<file path="src/rtl/sobel_line_packer.sv">
// sobel_line_packer
//   Packs the 1-bit Sobel edge stream into bytes (first pixel of a group in
//   bit 7). Complete lines go into a two-bank ping-pong line buffer. Each
//   buffered line is sent over a valid/ready byte stream as one payload:
//   a 2-byte big-endian line number followed by IMAGE_WIDTH/8 packed bytes.
//
// Ports
//   clk          pixel-domain clock, all logic on rising edge
//   rst_p        synchronous active-high reset
//   sobel        edge pixel (1 = edge), qualified by sobel_valid
//   sobel_valid  pixel qualifier
//   sobel_hsync  line-active strobe; a falling edge ends a line
//   sobel_vsync  frame sync; a rising edge starts a frame
//   tx_data      payload byte
//   tx_valid     tx_data valid
//   tx_ready     consumer accepts the byte
//   tx_first     first payload byte (line-number high byte)
//   tx_last      final payload byte
//   overflow     sticky line-dropped flag, cleared at frame start
module sobel_line_packer #(
  parameter int IMAGE_WIDTH  = 1280,
  parameter int IMAGE_HEIGHT = 720
) (
  input  logic       clk,
  input  logic       rst_p,
  input  logic       sobel,
  input  logic       sobel_valid,
  input  logic       sobel_hsync,
  input  logic       sobel_vsync,
  output logic [7:0] tx_data,
  output logic       tx_valid,
  input  logic       tx_ready,
  output logic       tx_first,
  output logic       tx_last,
  output logic       overflow
);

  localparam int BYTES = IMAGE_WIDTH / 8;
  localparam int PW    = $clog2(IMAGE_WIDTH);
  localparam int AW    = (BYTES > 1) ? $clog2(BYTES) : 1;

  typedef enum logic [1:0] {IDLE, HDR_HI, HDR_LO, DATA} state_t;

  // Writer state
  logic          vs_d, hs_d;
  logic [PW-1:0] pix_cnt;
  logic [15:0]   line_cnt;
  logic [6:0]    sh;
  logic          wr_bank;
  logic          drop;
  logic [1:0]    bank_full, bank_full_nxt;
  logic [15:0]   bank_line [0:1];
  logic [7:0]    mem [0:1][0:BYTES-1];

  // Reader state
  state_t        state;
  logic          rd_bank, rd_next;
  logic [AW-1:0] rd_addr, addr_nxt;
  logic          bank_nxt;
  logic [7:0]    rd_q;

  logic vs_rise, hs_fall, adv, free_now, tgt_full, first_pix, drop_now;
  logic accept, byte_done, line_done, commit;

  assign vs_rise   = sobel_vsync & ~vs_d;
  assign hs_fall   = ~sobel_hsync & hs_d;
  assign adv       = tx_valid & tx_ready;
  assign free_now  = (state == DATA) & adv & tx_last;
  // A bank released by the reader this cycle is already usable by the writer.
  assign tgt_full  = bank_full[wr_bank] & ~(free_now & (rd_bank == wr_bank));
  assign first_pix = (pix_cnt == '0);
  // The drop decision is taken on a line's first pixel and held for the line.
  assign drop_now  = first_pix ? tgt_full : drop;
  // Frame start and short-line abort both take precedence over the pixel.
  assign accept    = sobel_valid & ~vs_rise & ~(hs_fall & ~first_pix) &
                     (line_cnt < 16'(IMAGE_HEIGHT));
  assign byte_done = accept & (pix_cnt[2:0] == 3'd7);
  assign line_done = accept & (pix_cnt == PW'(IMAGE_WIDTH - 1));
  assign commit    = line_done & ~drop_now;

  always_comb begin
    bank_full_nxt = bank_full;
    if (free_now) bank_full_nxt[rd_bank] = 1'b0;
    if (commit)   bank_full_nxt[wr_bank] = 1'b1;
  end

  // ---- write side: edge detect, pixel/line counting, bank bookkeeping ----
  always_ff @(posedge clk) begin
    if (rst_p) begin
      vs_d      <= 1'b0;
      hs_d      <= 1'b0;
      pix_cnt   <= '0;
      line_cnt  <= '0;
      wr_bank   <= 1'b0;
      drop      <= 1'b0;
      overflow  <= 1'b0;
      bank_full <= 2'b00;
    end else begin
      vs_d      <= sobel_vsync;
      hs_d      <= sobel_hsync;
      bank_full <= bank_full_nxt;
      if (vs_rise) begin
        pix_cnt  <= '0;
        line_cnt <= '0;
        drop     <= 1'b0;
        overflow <= 1'b0;
      end else if (hs_fall && !first_pix) begin
        pix_cnt  <= '0;
        line_cnt <= line_cnt + 16'd1;
        drop     <= 1'b0;
      end else if (accept) begin
        if (first_pix) begin
          drop <= tgt_full;
          if (tgt_full) overflow <= 1'b1;
        end
        if (line_done) begin
          pix_cnt  <= '0;
          line_cnt <= line_cnt + 16'd1;
          drop     <= 1'b0;
          // A dropped line leaves the pointer on the still-full bank.
          if (!drop_now) wr_bank <= ~wr_bank;
        end else begin
          pix_cnt <= pix_cnt + PW'(1);
        end
      end
    end
  end

  // ---- write side: shift register and line buffer storage ----
  always_ff @(posedge clk) begin
    if (accept)                 sh <= {sh[5:0], sobel};
    if (byte_done && !drop_now) mem[wr_bank][pix_cnt[PW-1:3]] <= {sh, sobel};
    if (commit)                 bank_line[wr_bank] <= line_cnt;
  end

  // Read address for the next cycle; rd_q always holds mem[rd_bank][rd_addr].
  always_comb begin
    bank_nxt = rd_bank;
    addr_nxt = rd_addr;
    if (state == IDLE) begin
      bank_nxt = rd_next;
      addr_nxt = '0;
    end else if (adv && ((state == HDR_LO) ||
                         ((state == DATA) && (rd_addr != AW'(BYTES - 1))))) begin
      addr_nxt = rd_addr + AW'(1);
    end
  end

  // ---- read side: prefetch register ----
  always_ff @(posedge clk) begin
    rd_q <= mem[bank_nxt][addr_nxt];
  end

  // ---- read side: payload FSM with registered outputs ----
  always_ff @(posedge clk) begin
    if (rst_p) begin
      state    <= IDLE;
      rd_bank  <= 1'b0;
      rd_next  <= 1'b0;
      rd_addr  <= '0;
      tx_data  <= 8'h00;
      tx_valid <= 1'b0;
      tx_first <= 1'b0;
      tx_last  <= 1'b0;
    end else begin
      rd_addr <= addr_nxt;
      case (state)
        IDLE: begin
          // Banks fill in strict alternation, so rd_next is always the oldest.
          if (bank_full[rd_next]) begin
            rd_bank  <= rd_next;
            rd_next  <= ~rd_next;
            tx_data  <= bank_line[rd_next][15:8];
            tx_valid <= 1'b1;
            tx_first <= 1'b1;
            tx_last  <= 1'b0;
            state    <= HDR_HI;
          end
        end
        HDR_HI: begin
          if (adv) begin
            tx_data  <= bank_line[rd_bank][7:0];
            tx_first <= 1'b0;
            state    <= HDR_LO;
          end
        end
        HDR_LO: begin
          if (adv) begin
            tx_data <= rd_q;
            tx_last <= (rd_addr == AW'(BYTES - 1));
            state   <= DATA;
          end
        end
        DATA: begin
          if (adv) begin
            if (tx_last) begin
              tx_data  <= 8'h00;
              tx_valid <= 1'b0;
              tx_last  <= 1'b0;
              state    <= IDLE;
            end else begin
              tx_data <= rd_q;
              tx_last <= (rd_addr == AW'(BYTES - 1));
            end
          end
        end
        default: state <= IDLE;
      endcase
    end
  end

endmodule

</file>
<file path="config.mk">
export PLATFORM = sky130hd
export DESIGN_NAME = sobel_line_packer
export DESIGN_NICKNAME = d
export VERILOG_FILES = /design/src/rtl/sobel_line_packer.sv
export SDC_FILE = /design/constraint.sdc
export NUM_CORES = 2
export LEC_CHECK = 0
export BUFFER_PORTS_ARGS = -buffer_cell sky130_fd_sc_hd__buf_2
export CAP_MARGIN = 5
export CORE_MARGIN = 8
export CORE_UTILIZATION = 45
export CTS_CLUSTER_DIAMETER = 80
export DETAILED_ROUTE_END_ITERATION = 6
export PLACE_DENSITY_LB_ADDON = 0.1
export REMOVE_ABC_BUFFERS = 1
export SLEW_MARGIN = 10
export SYNTH_ARGS = -nofsm -noshare
export SYNTH_HDL_FRONTEND = slang
export SYNTH_SLANG_ARGS = --single-unit
</file>
<file path="constraint.sdc">
create_clock -name clk -period 6.71 [get_ports clk]
set_clock_uncertainty 0.2 [all_clocks]
set_input_delay 1.0065 -clock clk [delete_from_list [all_inputs] [get_ports clk]]
set_output_delay 1.0065 -clock clk [all_outputs]
set_load 0.03 [all_outputs]
</file>
Yosys cells after proc, flatten, opt, wreduce, memory -nomap -nowiden --
Memories as Yosys holds them, arrays and structs flattened. A register that Yosys moved wholly into a read port is not among the register bits. Cells that the tools add are included.
Operators by class: divide/modulo/power cells 0, mux-type cells 55, shifts and indexed selects 0, equality and inequality tests 13, bitwise gates (word level) 29, multiply operators 0, order comparisons 9, reduce and logical (&&, ||, !) cells 28, add/sub/neg operators 3
Operator list (number):
- 1280-bit two-way mux | 1
- 8-bit two-way mux | 10
- 8-bit binary-select mux with 8-bit select | 1
- 8-bit demux with 8-bit select | 1
- 16-bit two-way mux | 3
- 8-bit one-hot mux with 4 select lines | 1
- 1-bit two-way mux | 24
- 9-bit greater-or-equal comparator, second input constant | 2
- 8-bit NOT with 9-bit output | 2
- 16-bit by 1-bit adder with 16-bit output, second input constant | 1
- 16-bit by 10-bit < comparator with 1-bit output, second input constant | 1
- 4-bit AND reduction | 4
- 1-bit bitwise AND | 14
- 2-bit two-way mux | 7
- 11-bit by 1-bit adder with 11-bit output, second input constant | 1
- 11-bit == test, second input constant | 1
- 11-bit logical NOT | 1
- 11-bit two-way mux | 1
- 1-bit NOT | 10
- 5-bit AND reduction | 2
- 9-bit by 1-bit < comparator with 1-bit output, second input constant | 1
- 8-bit by 1-bit adder with 8-bit output, second input constant | 1
- 8-bit == test, second input constant | 1
- 2-bit inequality test, second input constant | 4
- 25 further kinds | 42
Word-level totals: ROM bits 0, register bits 72, latch bits 0, bits in writable memories 2592, input bits 7, memories 2
Memory list:
- mem | depth 2, bits a word 1280, read ports 1, clocked after Yosys merged registers in 0, write ports 1, RTL line 53 | logic [7:0] mem [0:1][0:BYTES-1];
- bank_line | depth 2, bits a word 16, read ports 2, clocked after Yosys merged registers in 2, write ports 1, RTL line 52 | logic [15:0] bank_line [0:1];

Logic depth before layout (Yosys ltp) --
depth after elaboration 11, gate-level depth with buffers 20, depth with buffers taken out 12

Least setup slack after synthesis --
OpenSTA, ideal clock, no wires.
kind reg2reg, from reg sh[0], to mem mem[0][1001] (netlist name) (data pin), cell stages (with the launch flop) 1, period minus slack after synthesis 5.146 ns, data arrival time 3.972 ns, setup slack 1.564 ns, cells stage by stage edfxtp_1
RTL lines:
- start: declaration | RTL line 48 | logic [6:0] sh;
- start signal: assignment | RTL line 131 | if (accept) sh <= {sh[5:0], sobel};
- end: declaration | RTL line 53
Straight into the memory's write port.

Worst setup path in the final report --
from reg rd_addr[0], to reg rd_q[7]
Between the ends: cells in the longest elaborated chain, start to end 10
Ends and longest elaborated chain:
- start: declaration | RTL line 58 | logic [AW-1:0] rd_addr, addr_nxt;
- start signal: assignment | RTL line 166 | rd_addr <= addr_nxt;
- parallel branches: the longest is 4 deep, another holds 8-bit by 1-bit adder with 8-bit output
- 8-bit two-way mux (*) | RTL line 143 | end else if (adv && ((state == HDR_LO) ||
- 8-bit two-way mux (*) | RTL line 140 | if (state == IDLE) begin
- 8-bit NOT with 9-bit output (not written as such) (*) | RTL line 151 | rd_q <= mem[bank_nxt][addr_nxt];
- 8-bit binary-select mux with 8-bit select (*) | RTL line 151
- 8-bit two-way mux (not written as such) (*) (2 in a row) | RTL line 151
- end signal: assignment | RTL line 151
- end: declaration | RTL line 60 | logic [7:0] rd_q;
Every way passes the cells marked *. The select of a mux whose other input is x is not followed. A chain may end at the register's enable or synchronous reset.

==> impl_metrics.csv <==
group,metric,value,unit
route,ant_nets,0,
power_and_ir_drop,max-vdd-ir-drop,0.203,mV
clock_tree,cts_setup_buffers,0,
route,wl_met2,174000,µm
power_and_ir_drop,seq_power_share,53.7,%
route,num_vias,72200,
setup_path,r2r-start,"rd_addr[0]",
clock_tree,worstSkewPairLatency,960,ps
global_routing,grt_overflow,0,
logic_synthesis,avgSynthCellArea,13.8,µm²
clock_tree,cts-root-buf,"clkbuf_16",
timing,relSlewSlack,-1.30,%
timing,setup_ws,65.0,ps
floorplanning,start_util,45.3,%
global_routing,grt_max_degree,208,
setup_path,critPathArrivalTime,7330,ps
clock_tree,cts_buffers,301,
route,routed_wl,387000,µm
logic_synthesis,synthCells,7795,
logic_synthesis,synth_edf_count,2599,
clock_tree,clock_sinks,2666,
min_path,min_from,"sobel_vsync",
setup_path,worstSetupEndpointType,"flip-flop",
final_layout,final_cell_mix,"2599 x edfxtp_1, 1597 x nand2_1, 582 x nand3_1",
clock_tree,clk_transition_reported_paths,60,ps
min_path,hold_depth,2,
route,initialDrtViolationCount,10200,
placement,port-buffer-count,18,
placement,place_congestion,0.941,
final_layout,fillCellCount,20000,
logic_synthesis,ys_seq_area_share,73.7,%
floorplanning,dieArea,0.255,mm²
clock_tree,htreeDepth,5,
setup_path,ff2ff_setup_slack,70,ps
clock_tree,cts_resized,0,
timing,timing.final.crit_share,99.0,%
power_and_ir_drop,internal_power,27.2,mW
global_routing,grt_pass1_vias,68300,
timing,post-route-min-period,6640,ps
logic_synthesis,netlist-cell-type-count,87,
logic_synthesis,syn_area,0.108,mm²
placement,pre_cts_ws,222,ps
route,viasPerCell,6.33,
setup_path,crit_fanout,18,
power_and_ir_drop,p_switching,6.84,mW
logic_synthesis,ys.flop_type,"edfxtp_1",
clock_tree,cts_hold_buffers,0,
power_and_ir_drop,p_comb_share,0.9,%
final_layout,final_common_cell,"edfxtp_1",
placement,placed_cells,10900,
timing,fmax,150,MHz
final_layout,seq_area,0.0794,mm²
timing,slew_violations,7,
power_and_ir_drop,p_clk_share,45.5,%
global_routing,grt_pass1_wl,539000,µm
timing,rsz0062_at_grt,"false",
final_layout,area_growth_syn_to_layout,13.9,%
min_path,min_to,"vs_d",
outcome,failed_checks,"max-capacitance violations, max-slew violations",
logic_synthesis,yosysWarnings,0,
route,met1_length,152000,µm
floorplanning,die-width,505,µm
route,met3_wirelength,39000,µm
route,drt-wirelength-per-cell,34.0,µm
placement,place_hpwl,241000,µm
timing,hold_viol,0,
final_layout,multiInputGateArea,0.0262,mm²
setup_path,cp.required,7400,ps
final_layout,drive_gt1_share,12.3,%
min_path,worstHoldPathType,"in -> reg",
floorplanning,row_count,179,
timing,worstMarginPinSlew,1510,ps
outcome,status,"finished, violations left",
setup_path,worst-r2r-cell-count,12,
floorplanning,coreArea,0.238,mm²
final_layout,fin_nets,8017,
route,top_layer,"met5",
power_and_ir_drop,p_per_area,277,mW/mm²
global_routing,grt_antenna_before_repair,30,
final_layout,stdcell_area,0.123,mm²
clock_tree,cts.path.max_buffers,4,
logic_synthesis,synth-async-reset-ratio,0,%
route,drcViolationCount,0,
setup_path,reg2reg_to,"rd_q[7]",
timing,setup_viol,0,
global_routing,grtUsageTotal,29.4,%
logic_synthesis,ys_ff_latch,2666,
placement,placed_area,0.114,mm²
job,drv_cap,1,
floorplanning,io_pins,19,
power_and_ir_drop,switching_share,20.1,%
final_layout,instances_no_fill,11400,
clock_tree,cts_tree,"done",
route,drt_first_pass_iters,6,
floorplanning,die_y,505,µm
setup_path,start_kind,"flip-flop",
power_and_ir_drop,leakagePower,40.1,nW
timing,fin_setup_tns,0,ps
setup_path,crit_type,"reg -> reg",
-- how the worst max path moves through the flow --
| stage | startpoint | to | slack (ps) | cells after the start |
|---|---|---|---|---|
| floorplan | state[0] | rd_q[3] | -42310 | 10 |
| global placement | tx_ready | rd_q[4] | -80 | 14 |
| detailed placement | tx_ready | rd_q[7] | 220 | 12 |
| CTS | rd_addr[0] | rd_q[7] | 450 | 12 |
| global route | state[0] | rd_q[4] | 310 | 14 |
| finish | rd_addr[0] | rd_q[7] | 70 | 12 |
-- cells by family (layout without fill, tap and decap cells) --
kind of cell             after synthesis  count (layout)  share of synthesized area (%)
flip-flops                          2666            2666                           73.7
AO/OA/AOI/OAI                       1227            1227                           8.30
other                                  0              24                              0
adder cells (fa/ha/maj)                9               9                          0.105
buffers and inverters                579             991                           2.37
multiplexers                         316             316                           3.61
XOR/XNOR                              27              27                          0.219
AND/OR/NAND/NOR                     2971            2971                           11.7
-- sequential cells by signal (all words and copies together), names as in the netlist, 7 cells and up, named ones only --
register,count
bank_line,32
line_cnt,16
mem,2560
pix_cnt,11
rd_addr,8
rd_q,8
sh,7
tx_data,8
-- synth_stat cells (27+ instances only) --
cell type	n	area (µm²)
edfxtp_1	2599	78000
nand2_1	1610	6040
nand3_1	586	2930
nor2_1	499	1870
clkbuf_1	249	935
a211oi_1	232	1740
mux2i_1	230	2300
buf_2	207	1040
a21oi_1	202	1010
a31oi_1	133	832
a311oi_1	113	990
buf_1	81	304
o21ai_0	73	365
dfxtp_1	67	1340
and3_1	62	388
o31a_1	62	543
mux4_2	55	1240
nor3_1	50	250
a22oi_1	48	360
o22ai_1	48	300
nand4_1	46	288
o211ai_1	34	255
a221oi_1	33	289
o2111ai_1	31	272
mux2_2	30	338
nor4_1	27	169
-- metal layers --
| metal | track usage [%] | up-vias |
|---|---|---|
| li1 | - | 30100 |
| met1 | 39.9 | 37000 |
| met4 | 13.8 | 24 |
| met2 | 45.1 | 4126 |
| met3 | 6.75 | 926 |
| met5 | 0 | - |
-- critical path, cell delays in order (launching register included) --
cell and delay (ps):
dfxtp_1 480, ha_1 370, and4_1 340, a211oi_1 710, mux2_2 730, buf_4 520
nand2_1 350, nor2_1 1270, o2111ai_1 600, nand4_1 370, nor3_1 80, o2111ai_1 310
a31o_1 240
-- metrics by stage --
step                power [mW]  hold WS [ps]  utilization (%)
finish                    34.0           102             51.6
global placement          18.9           269             47.7
floorplan                 18.8           257                -
CTS                       34.2          27.2             51.5
global route              34.8          86.3             51.5
detailed placement        18.9           282             47.7
-- power groups by stage --
stage	combinational, mW	sequential (mW)	clock (mW)
5_1_grt	0.314	18.2	16.2
3_3_place_gp	0.290	18.6	0
6_report	0.300	18.3	15.5
4_1_cts	0.298	18.3	15.6
3_5_place_dp	0.298	18.6	0
2_1_floorplan	0.00941	18.8	0
-- layout make-up --
type	instances	share of cell area, %
timing repair buffer	460	3.34
antenna	24	0.0489
clock buffer	375	6.52
sequential	2666	64.7
inverter	22	0.0673
clock inverter	134	0.806
multi-input combinational	4550	21.3
tap	3167	3.23
No activity file was read; power rests on OpenSTA's default activity.
